--- src/rtl/ex_muldiv_stage.sv ---
// ex_muldiv_stage -- execute stage with single-cycle ALU ops and iterative MUL/DIVU/REMU.
//   i_clock, i_reset        : clock, asynchronous active-high reset
//   i_in_valid / o_in_ready : instruction handshake from decode
//   i_op                    : 0 ADD 1 SUB 2 AND 3 OR 4 XOR 5 MUL 6 DIVU 7 REMU
//   i_operand_a/b           : decode operands
//   i_fa_sel/i_fb_sel       : 0 = decode operand, k = forwarding slice k-1
//   i_fwd_data              : NUM_FWD packed forwarding values
//   i_rd_addr               : destination register, carried with the result
//   i_flush                 : kills in-flight and presented work
//   o_out_valid/i_out_ready : EX/MEM result handshake
//   o_out_result/o_out_rd_addr : registered result and destination
//   o_busy                  : iterative unit not idle
module ex_muldiv_stage #(
    parameter  int unsigned XLEN    = 32,
    parameter  int unsigned NUM_FWD = 2,
    localparam int unsigned FSEL_W  = $clog2(NUM_FWD + 1),
    localparam int unsigned CNT_W   = $clog2(XLEN + 1)
) (
    input  logic                    i_clock,
    input  logic                    i_reset,
    input  logic                    i_in_valid,
    output logic                    o_in_ready,
    input  logic [2:0]              i_op,
    input  logic [XLEN-1:0]         i_operand_a,
    input  logic [XLEN-1:0]         i_operand_b,
    input  logic [FSEL_W-1:0]       i_fa_sel,
    input  logic [FSEL_W-1:0]       i_fb_sel,
    input  logic [NUM_FWD*XLEN-1:0] i_fwd_data,
    input  logic [4:0]              i_rd_addr,
    input  logic                    i_flush,
    output logic                    o_out_valid,
    input  logic                    i_out_ready,
    output logic [XLEN-1:0]         o_out_result,
    output logic [4:0]              o_out_rd_addr,
    output logic                    o_busy
);

    localparam logic [2:0] OP_ADD  = 3'd0;
    localparam logic [2:0] OP_SUB  = 3'd1;
    localparam logic [2:0] OP_AND  = 3'd2;
    localparam logic [2:0] OP_OR   = 3'd3;
    localparam logic [2:0] OP_XOR  = 3'd4;
    localparam logic [2:0] OP_MUL  = 3'd5;
    localparam logic [2:0] OP_DIVU = 3'd6;

    localparam logic [CNT_W-1:0] LAST_STEP = CNT_W'(XLEN - 1);

    typedef enum logic [1:0] {
        S_IDLE,
        S_BUSY,
        S_DONE
    } state_t;

    state_t              r_state;
    state_t              w_state_nxt;
    logic [CNT_W-1:0]    r_cnt;
    logic [2:0]          r_op;
    logic [4:0]          r_rd;
    // MUL: r_a multiplicand (shifts left), r_b multiplier (shifts right), r_acc product.
    // DIV: r_a dividend shifting out / quotient shifting in, r_b divisor, r_acc remainder.
    logic [XLEN-1:0]     r_a;
    logic [XLEN-1:0]     r_b;
    logic [XLEN-1:0]     r_acc;
    logic                r_out_valid;
    logic [XLEN-1:0]     r_out_result;
    logic [4:0]          r_out_rd_addr;

    logic                w_in_ready;
    logic                w_accept;
    logic                w_is_iter;
    logic                w_done_load;
    logic [XLEN-1:0]     w_opa;
    logic [XLEN-1:0]     w_opb;
    logic [XLEN-1:0]     w_alu;
    logic [XLEN-1:0]     w_iter_result;
    logic [XLEN:0]       w_rem_sh;
    logic [XLEN:0]       w_diff;

    // Forwarding mux; out-of-range selects fall back to the decode operand.
    function automatic logic [XLEN-1:0] fwd_mux(
        input logic [FSEL_W-1:0]       sel,
        input logic [XLEN-1:0]         dec,
        input logic [NUM_FWD*XLEN-1:0] fwd
    );
        logic [XLEN-1:0] v;
        v = dec;
        for (int unsigned k = 1; k <= NUM_FWD; k++) begin
            if (sel == FSEL_W'(k)) begin
                v = fwd[(k-1)*XLEN +: XLEN];
            end
        end
        return v;
    endfunction

    // Handshake and operand selection.
    always_comb begin
        w_in_ready  = (r_state == S_IDLE) && (!r_out_valid || i_out_ready) && !i_reset;
        w_accept    = i_in_valid && w_in_ready && !i_flush;
        w_is_iter   = (i_op >= OP_MUL);
        w_done_load = (r_state == S_DONE) && (!r_out_valid || i_out_ready) && !i_flush;
        w_opa       = fwd_mux(i_fa_sel, i_operand_a, i_fwd_data);
        w_opb       = fwd_mux(i_fb_sel, i_operand_b, i_fwd_data);
    end

    // Single-cycle ALU.
    always_comb begin
        w_alu = '0;
        case (i_op)
            OP_ADD:  w_alu = w_opa + w_opb;
            OP_SUB:  w_alu = w_opa - w_opb;
            OP_AND:  w_alu = w_opa & w_opb;
            OP_OR:   w_alu = w_opa | w_opb;
            OP_XOR:  w_alu = w_opa ^ w_opb;
            default: w_alu = '0;
        endcase
    end

    // Restoring-division trial subtract; a clear borrow bit means the subtract fits.
    always_comb begin
        w_rem_sh = {r_acc, r_a[XLEN-1]};
        w_diff   = w_rem_sh - {1'b0, r_b};
        if (r_op == OP_MUL) begin
            w_iter_result = r_acc;
        end else if (r_op == OP_DIVU) begin
            w_iter_result = r_a;
        end else begin
            w_iter_result = r_acc;
        end
    end

    // State register.
    always_ff @(posedge i_clock or posedge i_reset) begin
        if (i_reset) begin
            r_state <= S_IDLE;
        end else begin
            r_state <= w_state_nxt;
        end
    end

    // Next-state logic; flush overrides every transition.
    always_comb begin
        w_state_nxt = r_state;
        case (r_state)
            S_IDLE: if (w_accept && w_is_iter) w_state_nxt = S_BUSY;
            S_BUSY: if (r_cnt == LAST_STEP) w_state_nxt = S_DONE;
            S_DONE: if (w_done_load) w_state_nxt = S_IDLE;
            default: w_state_nxt = S_IDLE;
        endcase
        if (i_flush) begin
            w_state_nxt = S_IDLE;
        end
    end

    // Iterative datapath: latch at accept, one step per BUSY edge.
    always_ff @(posedge i_clock or posedge i_reset) begin
        if (i_reset) begin
            r_cnt <= '0;
            r_op  <= OP_ADD;
            r_rd  <= '0;
            r_a   <= '0;
            r_b   <= '0;
            r_acc <= '0;
        end else if (w_accept && w_is_iter) begin
            r_cnt <= '0;
            r_op  <= i_op;
            r_rd  <= i_rd_addr;
            r_a   <= w_opa;
            r_b   <= w_opb;
            r_acc <= '0;
        end else if (r_state == S_BUSY) begin
            r_cnt <= r_cnt + CNT_W'(1);
            if (r_op == OP_MUL) begin
                if (r_b[0]) begin
                    r_acc <= r_acc + r_a;
                end
                r_a <= r_a << 1;
                r_b <= r_b >> 1;
            end else begin
                r_a <= {r_a[XLEN-2:0], ~w_diff[XLEN]};
                r_acc <= w_diff[XLEN] ? w_rem_sh[XLEN-1:0] : w_diff[XLEN-1:0];
            end
        end
    end

    // EX/MEM output register; retire and reload can share an edge.
    always_ff @(posedge i_clock or posedge i_reset) begin
        if (i_reset) begin
            r_out_valid   <= 1'b0;
            r_out_result  <= '0;
            r_out_rd_addr <= '0;
        end else if (i_flush) begin
            r_out_valid <= 1'b0;
        end else if (w_accept && !w_is_iter) begin
            r_out_valid   <= 1'b1;
            r_out_result  <= w_alu;
            r_out_rd_addr <= i_rd_addr;
        end else if (w_done_load) begin
            r_out_valid   <= 1'b1;
            r_out_result  <= w_iter_result;
            r_out_rd_addr <= r_rd;
        end else if (i_out_ready) begin
            r_out_valid <= 1'b0;
        end
    end

    assign o_in_ready    = w_in_ready;
    assign o_out_valid   = r_out_valid;
    assign o_out_result  = r_out_result;
    assign o_out_rd_addr = r_out_rd_addr;
    assign o_busy        = (r_state != S_IDLE);

endmodule

--- config.mk ---
export PLATFORM = sky130hd
export DESIGN_NAME = ex_muldiv_stage
export DESIGN_NICKNAME = d
export VERILOG_FILES = /design/src/rtl/ex_muldiv_stage.sv
export SDC_FILE = /design/constraint.sdc
export NUM_CORES = 1
export LEC_CHECK = 0
export ABC_AREA = 0
export CORE_MARGIN = 3
export CORE_UTILIZATION = 37
export DETAILED_ROUTE_END_ITERATION = 10
export PLACE_DENSITY = 0.66
export SYNTH_ARGS = -nofsm -noshare
export SYNTH_HDL_FRONTEND = slang
export SYNTH_SLANG_ARGS = --single-unit
--- constraint.sdc ---
create_clock -name i_clock -period 6.85 [get_ports i_clock]
set_input_delay 1.37 -clock i_clock [delete_from_list [all_inputs] [get_ports i_clock]]
set_output_delay 1.37 -clock i_clock [all_outputs]
set_load 0.03 [all_outputs]
Yosys cells after proc, flatten, opt, wreduce, memory -nomap -nowiden
Cells that the tools add are included.
{"block": "word_totals", "ram_bits": 0, "rom_bits": 0, "latchBits": 0, "in_bits": 145, "regBits": 150, "word_cells": 95, "mem_count": 0, "out_inout_bits": 40}
{"block": "classes", "muxes": 33, "n_eq_ne": 17, "div_mod_pow": 0, "magnitude_cmp": 1, "bitwise": 5, "n_addsub": 5, "reduce_logical": 24, "multipliers": 0, "shifts": 0}
{"operator": "2-to-1 mux 32 bit", "count": 18}
{"operator": "one-hot mux 32 bit (5 select lines)", "count": 1}
{"operator": "adder 32 bit", "count": 2}
{"operator": "subtractor 33 x 32 -> 33 bit", "count": 1}
{"operator": "bitwise AND 32 bit", "count": 1}
{"operator": "bitwise OR 32 bit", "count": 1}
{"operator": "subtractor 32 bit", "count": 1}
{"operator": "bitwise XOR 32 bit", "count": 1}
{"operator": "2-to-1 mux 6 bit", "count": 2}
{"operator": "2-to-1 mux 5 bit", "count": 2}
{"operator": "== test 3 bit, second input constant", "count": 3}
{"operator": "logical AND 1 bit", "count": 8}
{"operator": "2-to-1 mux 2 bit", "count": 4}
{"operator": "nonzero test 2 bit", "count": 4}
{"operator": "adder 6 x 1 -> 6 bit, second input constant", "count": 1}
{"operator": "== test 2 x 1 -> 1 bit, second input constant", "count": 3}
{"operator": "== test 2 bit, second input constant", "count": 3}
{"operator": "== test 3 x 2 -> 1 bit, second input constant", "count": 2}
{"operator": "== test 6 x 5 -> 1 bit, second input constant", "count": 1}
{"operator": "!= test 3 x 2 -> 1 bit, second input constant", "count": 2}
{"operator": "!= test 3 bit, second input constant", "count": 2}
{"operator": "one-hot mux 2 bit (3 select lines)", "count": 1}
{"operator": "AND reduction 2 bit", "count": 3}
{"operator": "2-to-1 mux 1 bit", "count": 5}
{"operator": "9 further kinds", "count": 13}

Logic depth before layout (Yosys ltp)
Gate-level depths: netlist (run 1).
{"block": "logic_depth", "word_depth": 10, "depth_mapped": 25}

Least setup slack after synthesis (run 1)
No wires, ideal clock.
{"block": "synth_path", "path_type": "in2reg", "start": "input port i_fa_sel[0]", "end": "register r_out_result[28], in the netlist o_out_result[28]", "setup_slack_ns": 1.298, "n_path_buf": 3, "required_time_ns": 6.725, "t_arrival_ns": 5.426, "path_stages": 18, "path_cell_list": "clkbuf_1 -> clkbuf_1 -> clkbuf_1 -> mux2i_1 -> a21oi_1 -> inv_1 -> ha_1 -> fa_1 -> nor2b_1 -> o21ai_0 -> a31oi_1 -> a41o_1 -> a2111oi_4 -> o31ai_1 -> a21oi_2 -> o31ai_1 -> a21o_1 -> o21ai_1"}
{"block": "synth_via", "elab_chain_cells": 6, "word_cells_on_any_way": 11, "cone_classes": "2 x add/sub; 2 x eq/ne; 4 x mux; 3 x bitwise"}
{"element": "from (decl)", "line_no": "26", "source": "input logic [FSEL_W-1:0] i_fa_sel,"}
{"element": "== test 2 x 1 -> 1 bit", "line_no": "88", "source": "if (sel == FSEL_W'(k)) begin"}
{"element": "2-to-1 mux 32 bit", "line_no": "88"}
{"element": "2-to-1 mux 32 bit *", "line_no": "88"}
{"element": "subtractor 32 bit (tied with other cells)", "line_no": "110", "source": "OP_SUB: w_alu = w_opa - w_opb;"}
{"element": "one-hot mux 32 bit (5 select lines) *", "line_no": "108", "source": "case (i_op)"}
{"element": "2-to-1 mux 32 bit *", "line_no": "193", "source": "end else if (w_accept && !w_is_iter) begin"}
{"element": "to (signal assigned)", "line_no": "195", "source": "r_out_result <= w_alu;"}
{"element": "to (signal assigned)", "line_no": "199", "source": "r_out_result <= w_iter_result;"}
{"element": "to (decl)", "line_no": "65", "source": "logic [XLEN-1:0] r_out_result;"}
Every way passes the cells marked *; elsewhere a longest branch is shown, timed or not.
A chain may end at the register's enable or synchronous reset.

Final worst setup path (run 1)
{"block": "layout_path", "start": "input port i_fb_sel[0]", "end": "register r_out_result[30], in the netlist o_out_result[30]"}
{"block": "layout_via", "elab_chain_cells": 6, "word_cells_on_any_way": 11, "cone_classes": "2 x add/sub; 2 x eq/ne; 4 x mux; 3 x bitwise"}
{"element": "from (decl)", "line_no": "27", "source": "input logic [FSEL_W-1:0] i_fb_sel,"}
{"element": "== test 2 x 1 -> 1 bit", "line_no": "88"}
{"element": "2-to-1 mux 32 bit", "line_no": "88"}
{"element": "2-to-1 mux 32 bit *", "line_no": "88"}
{"element": "subtractor 32 bit (tied with other cells)", "line_no": "110"}
{"element": "one-hot mux 32 bit (5 select lines) *", "line_no": "108"}
{"element": "2-to-1 mux 32 bit *", "line_no": "193"}
Marks and branches as above.

==> qor.yml, run 1 <==
logic_synthesis:
  synth-edff-count: 0
  synthCells: 2083
  yosys_register_bits: 150
  syn_nets: 2391
  yosys_warnings: 0
  syn_area_mm2: 0.0165
  yosysSeqAreaShare: 0.228
  async_reset_ff_frac: 1.00
  ys.flop_type: "dfrtp_1"
  avgSynthCellArea_um2: 7.91
  yosysUniqueCellTypes: 83
global_routing:
  grt_usage: 0.224
  antenna_found_initial: 0
  grt_pass1_vias: 15700
  grt_max_degree: 86
  overflow: 0
  grt_pass1_wl_um: 85200
clocking:
  clock-sinks: 150
  clock_latency_ps: 460
  cts_resized: 0
  holdBufCountCts: 0
  cts_buffer_depth: 2
  cts_max_level: 4
  numCtsBuffers: 17
  cts_tree: "done"
  cts_root_buf: "clkbuf_16"
  clk_pin_slew_ps: 70
  cts_setup_buffers: 0
critical_path:
  crit_path_max_incr_delay_ps: 600
  worstPathRequired_ps: 7160
  setup.worst_path.class: "in2reg"
  end_kind: "flop"
  path_buf_inv: 2
  crit_arrival_ps: 6050
  cp_max_fo: 38
  cp_slowest_cell: "or4_4"
  crit_family: "compound AO/OA/AOI/OAI gates"
  cp_cell_sequence: "buf_4 -> mux2_4 -> o21ai_4 -> inv_2 -> or4_4 -> nor4_4 -> and4_4 -> nor2_1 -> xnor2_1 -> ha_1 -> a21o_1 -> a21o_1 -> a21oi_1 -> nor2_1 -> a211oi_1 -> nor2_1 -> a21oi_1 -> o211ai_1 -> xnor2_1 -> o221ai_1"
  startpoint_type: "input pin"
  cpMostUsedCell: "nor2_1"
routing:
  first_iter_violations: 1183
  wl_per_cell_um: 19.2
  via_count: 16000
  ant_nets: 0
  viasPerCell: 5.76
  dr.pass1.iters: 6
  wirelength_um: 53600
  drc: 0
timing:
  setup_tns_ps: 0
  finalHoldViolCount: 0
  finalCritPeriodShare: 0.838
  max_clock_freq_mhz: 174
  setup_violations: 0
  min_period_ps: 5740
  clock_skew_ps: 14.7
  tightest_slew_ps: 902
  rsz0062_at_grt: "no"
  slew_viol_final: 0
  slew_headroom: 0.398
finish:
  finalInstanceArea_mm2: 0.0193
  fin_cells: 2785
  layout-area-overhead-vs-synth_pct: 17.2
  final_nets: 2496
  antennaDiodeCount: 0
  drive_above_1_share: 0.0564
  fillers: 4435
pwr:
  vdd_drop_max_mv: 0.201
  fin_total_pwr_mw: 6.11
  powerDensity_mw_per_mm2: 317
  p_leak_nw: 8.71
die:
  core-area_mm2: 0.0436
  start_util: 0.378
  boundaryPins: 185
  rows: 76
  dieHeight_um: 217
  dieArea_mm2: 0.0471
  die_w_um: 217
place:
  dp_hpwl_um: 41200
  io_buffers: 184
  postPlaceCellArea_mm2: 0.0187
  gp_congestion: 0.921
  placed_cells: 2754
worst_hold_path:
  hp-class: "reg2reg"
outcome:
  status: "completed"
run:
  drv_cap: 0
path summary, 6_finish.rpt:
check	from	endpoint	slack [ps]	depth (start not counted)
worst max-delay path	i_fb_sel[0]	o_out_result[30]$_DFFE_PP0P_	1110	20
worst min-delay path	r_rd[0]$_DFFE_PP0P_	r_rd[0]$_DFFE_PP0P_	490	2
worst max register to register	r_a[31]$_DFFE_PP0P_	r_acc[29]$_DFFE_PP0P_	1910	13
worst min register to register	r_rd[0]$_DFFE_PP0P_	r_rd[0]$_DFFE_PP0P_	490	2
max in group asynchronous	i_reset	r_acc[31]$_DFFE_PP0P_	3920	3
min in group asynchronous	i_reset	o_out_rd_addr[0]$_DFFE_PP0P_	1520	2
cells in the final DEF (no fill, tap or decap), drive strengths merged, types with 104 or more instances in the layout:
| master | count |
|---|---|
| dfrtp | 150 |
| nand2 | 194 |
| mux2i | 137 |
| a21oi | 218 |
| inv | 135 |
| a211oi | 104 |
| ha | 160 |
| clkdlybuf4s50 | 180 |
| nor2 | 177 |
| o21ai | 109 |
worst min-delay path, cell delays in order (launching register included):
cell and delay (ps):
dfrtp_1 350, nand2_1 50, nand2_1 60
cells in the mapped netlist (all sizes together) (13+ instances only):
| cell | count | share of area |
|---|---|---|
| a21o | 46 | 0.021 |
| mux2 | 26 | 0.018 |
| o21a | 19 | 0.0087 |
| xnor2 | 83 | 0.045 |
| inv | 127 | 0.029 |
| nand4 | 14 | 0.0053 |
| mux2i | 137 | 0.083 |
| nor2 | 177 | 0.040 |
| buf | 25 | 0.010 |
| o22ai | 22 | 0.0084 |
| dfrtp | 150 | 0.23 |
| ha | 160 | 0.12 |
| nor3 | 16 | 0.0049 |
| nand2 | 194 | 0.044 |
| o221ai | 16 | 0.0089 |
| a22oi | 36 | 0.016 |
| nand3 | 34 | 0.011 |
| a211oi | 104 | 0.047 |
| xor2 | 26 | 0.014 |
| clkbuf | 100 | 0.023 |
| nor2b | 63 | 0.024 |
| o21ai | 109 | 0.034 |
| a31oi | 47 | 0.019 |
| a21oi | 218 | 0.066 |
| nand2b | 13 | 0.0049 |
metrics by stage:
step | hold WS (ps) | utilization | setup WS (ps)
floorplan | 447 | - | 1300
global placement | 460 | 0.430 | 765
detailed placement | 465 | 0.430 | 648
CTS | 488 | 0.443 | 1130
global route | 513 | 0.443 | 749
finish | 489 | 0.443 | 1110
logic make-up after synthesis:
kind of cell | share of synthesized area
AO/OA/AOI/OAI | 0.271
flip-flops | 0.228
multiplexers | 0.101
adder cells (fa/ha/maj) | 0.125
AND/OR/NAND/NOR | 0.154
XOR/XNOR | 0.0584
buffers and inverters | 0.0623
report_power, final:
| part | total, mW | switching [mW] | internal (mW) |
|---|---|---|---|
| Clock | 0.946 | 0.438 | 0.508 |
| Combinational | 3.62 | 2.05 | 1.57 |
| Sequential | 1.54 | 0.365 | 1.18 |
| Total | 6.11 | 2.85 | 3.26 |
layout make-up:
cell class,instances,area (um^2),area share
Multi-Input combinational cell,1680,11700,0.608
Sequential cell,150,3750,0.195
Timing Repair Buffer,211,2030,0.105
Tap cell,585,732,0.0379
Inverter,128,485,0.0252
Clock buffer,17,425,0.0220
Clock inverter,14,140,0.00726
flip-flops by register name (all words and copies together), names as in the netlist:
signal and cells:
r_a 32, o_out_result 32, r_b 32, o_out_valid 1, r_rd 5, r_cnt 6, r_acc 32, r_state 2
o_out_rd_addr 5, r_op 3
per-layer routing:
metal  vias to the layer above  global-route usage  share of wire
met5                         -                   0              0
met4                         0              0.0624          0.025
met3                        79              0.0314          0.043
met2                       387               0.403           0.50
met1                      7816               0.279           0.43
li1                       7747                   -              -
No activity file was read; power rests on OpenSTA's default activity.
==> inputs of run 2 (changes only) <==
Settings changed: PLACE_DENSITY 0.66 to 0.69.
Clock period 6.85 ns to 4.9 ns, I/O delays scaled along.
==> qor.yml, run 2 (synthesis gave the netlist of run 1 again) <==
critical_path:
  startpoint_type: "input pin"
  setup.worst_path.class: "in2reg"
  crit_family: "simple AND/OR/NAND/NOR gates"
  path_buf_inv: 4  # +2
  crit_path_max_incr_delay_ps: 590  # about the same
  cp_max_fo: 5  # -87%
  cp_cell_sequence: "clkdlybuf4s50_1 -> mux2_4 -> o21ai_4 -> inv_2 -> or4_4 -> nor4_4 -> buf_4 -> and4_4 -> buf_4 -> a21oi_1 -> xnor2_1 -> ha_1 -> a21o_1 -> a21oi_1 -> o21ai_0 -> or3_1 -> a21oi_2 -> xor2_1 -> o221ai_1"
  r2r_cells: 16  # +3
  cp_slowest_cell: "or4_4"
  worstPathRequired_ps: 5220  # -1940 ps
  end_kind: "flop"
  cp_num_cells: 19  # -5.0%
  crit_arrival_ps: 5040  # -1010 ps
die:
  dieHeight_um: 217  # unchanged
  dieArea_mm2: 0.0471  # unchanged
  rows: 76  # unchanged
  boundaryPins: 185  # unchanged
  die_w_um: 217  # unchanged
  start_util: 0.378  # unchanged
  core-area_mm2: 0.0436  # unchanged
routing:
  drc: 0  # unchanged
  wl_met1_um: 23200  # +0.66%
  via_count: 16800  # +4.5%
  ant_nets: 0  # unchanged
  viasPerCell: 5.66  # -1.6%
  route.met2.wl_um: 27100  # +0.42%
  wl_met3_um: 2310  # +1.3%
  wl_per_cell_um: 18.2  # -5.2%
  wirelength_um: 54000  # +0.69%
  dr.pass1.iters: 5  # -1
  highest_layer: "met5"
  first_iter_violations: 1127  # -4.7%
finish:
  final_nets: 2667  # +6.9%
  layout-area-overhead-vs-synth_pct: 25.6
  fillers: 4315  # -2.7%
  drive_above_1_share: 0.129  # +0.0731
  antennaDiodeCount: 0  # unchanged
  layout_common_cells: "213 x a21oi_1, 193 x buf_4, 192 x nand2_1"
  layout_commonest_cell: "a21oi_1"
  finalInstanceArea_mm2: 0.0207  # +7.2%
outcome:
  status: "completed"
clocking:
  clock-sinks: 150  # unchanged
  clk_pin_slew_ps: 70  # about the same
  cts_tree: "done"
  cts_max_level: 4  # unchanged
  cts_buffer_depth: 2  # unchanged
  cts_setup_buffers: 0  # unchanged
  clock_latency_ps: 450  # about the same
  numCtsBuffers: 17  # unchanged
  cts_root_buf: "clkbuf_16"
timing:
  clock_skew_ps: 13.2  # -1.41 ps
  finalHoldViolCount: 0  # unchanged
  hold-worst-slack_ps: 489  # +0.469 ps
  finalCritPeriodShare: 0.965
  slew_viol_final: 0  # unchanged
  max_clock_freq_mhz: 212
  slew_headroom: 0.315  # -0.0827
  tightest_slew_ps: 1030  # +126 ps
  rsz0062_at_grt: "yes"
  min_period_ps: 4730
  setup_violations: 0  # unchanged
run:
  drv_cap: 0  # unchanged
global_routing:
  grt_usage: 0.226  # +0.00246
  grt_pass1_wl_um: 87100  # +2.3%
  grt_pass1_vias: 16900  # +7.4%
  overflow: 0  # unchanged
  antenna_found_initial: 3  # +3
  grt_max_degree: 81  # -5.8%
place:
  postPlaceCellArea_mm2: 0.0201  # +7.2%
  dp_hpwl_um: 42600  # +3.3%
  io_buffers: 184  # unchanged
  gp_congestion: 0.955  # +3.8%
worst_hold_path:
  min_delay_path_depth: 2  # unchanged
  hp-class: "reg2reg"
pwr:
  vdd_drop_max_mv: 0.359  # +78%
  powerDensity_mw_per_mm2: 427  # +35%
  p_leak_nw: 9.57  # +9.9%
## run 2: changes by cell type in the layout (fill, tap and decap cells not counted), moves of 3 or more
cell,delta
a211oi_1,-3
buf_12,+5
buf_4,+164
a21oi_2,+3
a211oi_2,+3
a21oi_1,-3
## run 2: path summary, 6_finish.rpt
kind / startpoint / end / slack [ps]
max in group asynchronous: i_reset / o_out_result[22]$_DFFE_PP0P_ / 2800
min: r_rd[3]$_DFFE_PP0P_ / r_rd[3]$_DFFE_PP0P_ / 490
max reg2reg: r_a[31]$_DFFE_PP0P_ / r_a[0]$_DFFE_PP0P_ / 880
max: i_operand_b[4] / o_out_result[29]$_DFFE_PP0P_ / 170
min in group asynchronous: i_reset / o_out_rd_addr[1]$_DFFE_PP0P_ / 1130
min reg2reg: r_rd[3]$_DFFE_PP0P_ / r_rd[3]$_DFFE_PP0P_ / 490
## run 2: cell type report
cell class              count  area (um^2)  area share
clock buffers              18          439      0.0212
clock inverters            14          115     0.00556
inverters                 128          484      0.0234
multi-input cells        1680        11800       0.569
flip-flops and latches    150         3750       0.181
well taps                 585          732      0.0354
repair buffers            382         3380       0.164
## run 2: power breakdown
| part | switching [mW] | internal [mW] |
|---|---|---|
| Combinational | 2.94 | 2.44 |
| Sequential | 0.521 | 1.65 |
| Clock | 0.610 | 0.675 |
| Total | 4.07 | 4.76 |
## run 2: timing repair
item	4_1_cts	5_1_grt
hold buffers	0	0
setup endpoints to repair	0	12
gates resized for setup	0	14
## run 2: per-layer routing
metal	up-vias	GRT usage
li1	8100	-
met1	8145	0.282
met2	414	0.407
met3	88	0.0303
met4	4	0.0674
met5	-	0
## run 2: per-stage QoR
stage               total power [mW]  setup WS (ps)  cells   util  setup TNS, ps
finish                          8.83            173   2957  0.475              0
global route                    9.53          -49.4   2957  0.475          -64.3
CTS                             8.79           41.2   2957  0.474              0
detailed placement              7.48           -427   2925  0.461          -3250
global placement                7.34           -240   2925  0.461          -2120
floorplan                       5.82           9.00   2083      -              0
## run 2: worst register-to-register path: cells and delay by family, from the launching register on
kind / cells / cell delay, ps
compound gates: 6 / 1320
simple gates: 3 / 600
buf+inv: 5 / 980
fa+ha+maj: 2 / 670
flops: 1 / 390
==> inputs of run 3 (changes only) <==
Settings changed: CORE_MARGIN 3 to 2, SLEW_MARGIN from default to 25.
==> qor.yml, run 3 (synthesis gave the netlist of run 1 again) <==
routing:
  ant_nets: 0  # unchanged
  wl_per_cell_um: 18.0  # -1.3%
  dr.pass1.iters: 5  # unchanged
  via_count: 16600  # -0.87%
  drc: 0  # unchanged
  first_iter_violations: 1122  # -0.44%
  wirelength_um: 53300  # -1.3%
  viasPerCell: 5.62  # -0.87%
place:
  gp_congestion: 0.955  # about the same
  dp_hpwl_um: 41900  # -1.6%
  io_buffers: 184  # unchanged
critical_path:
  worstPathRequired_ps: 5230  # about the same
  setup.worst_path.class: "in2reg"
  reg2reg_from: "r_a[31]$_DFFE_PP0P_"
  crit_arrival_ps: 5090  # +50 ps
  cp_max_fo: 4  # -1
  startpoint_type: "input pin"
  cp-startpoint: "i_fwd_data[0]"
  end_kind: "flop"
die:
  die_w_um: 215  # -0.92%
  core-area_mm2: 0.0441  # +1.3%
  dieArea_mm2: 0.0462  # -1.8%
  rows: 77  # +1.3%
  dieHeight_um: 215  # -0.92%
  start_util: 0.373  # -0.00491
  boundaryPins: 185  # unchanged
finish:
  fin_util: 0.470  # -0.00504
  layout-area-overhead-vs-synth_pct: 25.9
  drive_above_1_share: 0.126  # -0.00342
  layout_common_cells: "215 x a21oi_1, 192 x nand2_1, 185 x buf_4"
  layout_commonest_cell: "a21oi_1"
  antennaDiodeCount: 0  # unchanged
  final_nets: 2660  # -0.26%
clocking:
  clock_latency_ps: 450  # about the same
  cts_root_buf: "clkbuf_16"
  numCtsBuffers: 17  # unchanged
  cts_max_level: 4  # unchanged
  clk_pin_slew_ps: 70  # about the same
  clock-sinks: 150  # unchanged
  cts_buffer_depth: 2  # unchanged
  cts_tree: "done"
outcome:
  status: "completed"
pwr:
  p_sw_frac: 0.452  # -0.00908
  powerDensity_mw_per_mm2: 431  # +0.87%
  seq_power_share: 0.240  # -0.005
  p_clk_frac: 0.159  # +0.014
  p_int_mw: 4.90  # +2.8%
  p_leak_nw: 9.57  # about the same
  combPwrFrac: 0.602  # -0.007
  vdd_drop_max_mv: 0.524  # +46%
  p_sw_mw: 4.03  # -0.88%
global_routing:
  overflow: 0  # unchanged
  grt_max_degree: 71  # -12%
  grt_usage: 0.227  # +0.00106
  grt_pass1_wl_um: 85700  # -1.6%
  grt_pass1_vias: 16500  # -2.2%
  antenna_found_initial: 0  # -3
timing:
  slew_headroom: 0.399  # +0.0842
  finalHoldViolCount: 0  # unchanged
  finalCritPeriodShare: 0.970  # +0.00583
  clock_skew_ps: 9.74  # -3.51 ps
  max_clock_freq_mhz: 210  # -0.60%
  slew_viol_final: 0  # unchanged
  setup_tns_ps: 0  # unchanged
  setup_violations: 0  # unchanged
  tightest_slew_ps: 879  # -149 ps
  min_period_ps: 4760  # +28.6 ps
worst_hold_path:
  min_from: "o_out_rd_addr[0]$_DFFE_PP0P_"
  hp-class: "reg2reg"
run:
  drv_cap: 0  # unchanged
-- run 3: changes by cell type in the layout (fill, tap and decap cells not counted), moves of 3 or more --
cell / delta
buf_12: +3
inv_6: +4
bufinv_16: +3
a21oi_2: -3
buf_4: -8
-- run 3: path summary, 6_finish.rpt --
kind / end / slack [ps] / cells past startpoint
setup reg to reg: r_acc[11]$_DFFE_PP0P_ / 760 / 14
hold reg to reg: o_out_rd_addr[0]$_DFFE_PP0P_ / 490 / 2
max in group asynchronous: r_acc[29]$_DFFE_PP0P_ / 2850 / 3
setup / recovery: o_out_result[22]$_DFFE_PP0P_ / 140 / 19
hold / removal: o_out_rd_addr[0]$_DFFE_PP0P_ / 490 / 2
min in group asynchronous: r_a[2]$_DFFE_PP0P_ / 1110 / 2
-- run 3: final cells by class --
| class | count | area (um^2) |
|---|---|---|
| Clock buffer | 17 | 425 |
| Sequential cell | 150 | 3750 |
| Timing Repair Buffer | 375 | 3360 |
| Fill cell | 4353 | 23400 |
| Multi-Input combinational cell | 1680 | 11800 |
| Clock inverter | 15 | 188 |
| Tap cell | 592 | 741 |
| Inverter | 128 | 484 |
-- run 3: per-layer routing --
layer | wire length [um] | part of all wire | track usage | vias up
met3 | 2090 | 0.039 | 0.0326 | 92
met5 | 0 | 0 | 0 | -
met1 | 23000 | 0.43 | 0.277 | 8033
met2 | 26600 | 0.50 | 0.411 | 394
met4 | 1540 | 0.029 | 0.0731 | 0
li1 | - | - | - | 8087
-- run 3: power groups by stage --
stage	registers [mW]	clock network (mW)	logic, mW
6_report	2.14	1.42	5.37
5_1_grt	2.19	1.48	5.94
4_1_cts	2.13	1.43	5.33
3_5_place_dp	2.15	0	5.29
3_3_place_gp	2.15	0	5.19
2_1_floorplan	2.14	0	3.69
-- run 3: repair_timing --
action                     4_1_cts  5_1_grt
buffers inserted                 0        1
gates resized for setup          0       11
setup endpoints to repair        0        8
hold buffers                     0        0
-- run 3: critical path, cell delays in order --
cell	delay [ps]
clkdlybuf4s50_1	490
mux2i_1	70
mux2_2	290
ha_1	250
nand3_1	100
nor2_1	50
buf_4	140
nor2_1	110
xnor2_1	130
ha_1	290
a21o_1	190
a211o_1	300
a41o_1	270
a2111oi_4	500
o31ai_4	120
a31o_1	260
a21o_1	180
a211oi_1	270
o21ai_1	90
-- run 3: metrics by stage --
| stage | hold WS [ps] | total power [mW] | setup slack (ps) | instances | cell area [um^2] |
|---|---|---|---|---|---|
| final | 489 | 8.93 | 145 | 2957 | 20700 |
| after global routing | 518 | 9.61 | -47.1 | 2957 | 20700 |
| after CTS | 487 | 8.89 | 183 | 2956 | 20700 |
| after detailed placement | 466 | 7.44 | -269 | 2924 | 20100 |
| after global placement | 459 | 7.33 | -237 | 2924 | 20100 |
| after floorplan | 447 | 5.82 | 9.00 | 2083 | 16500 |
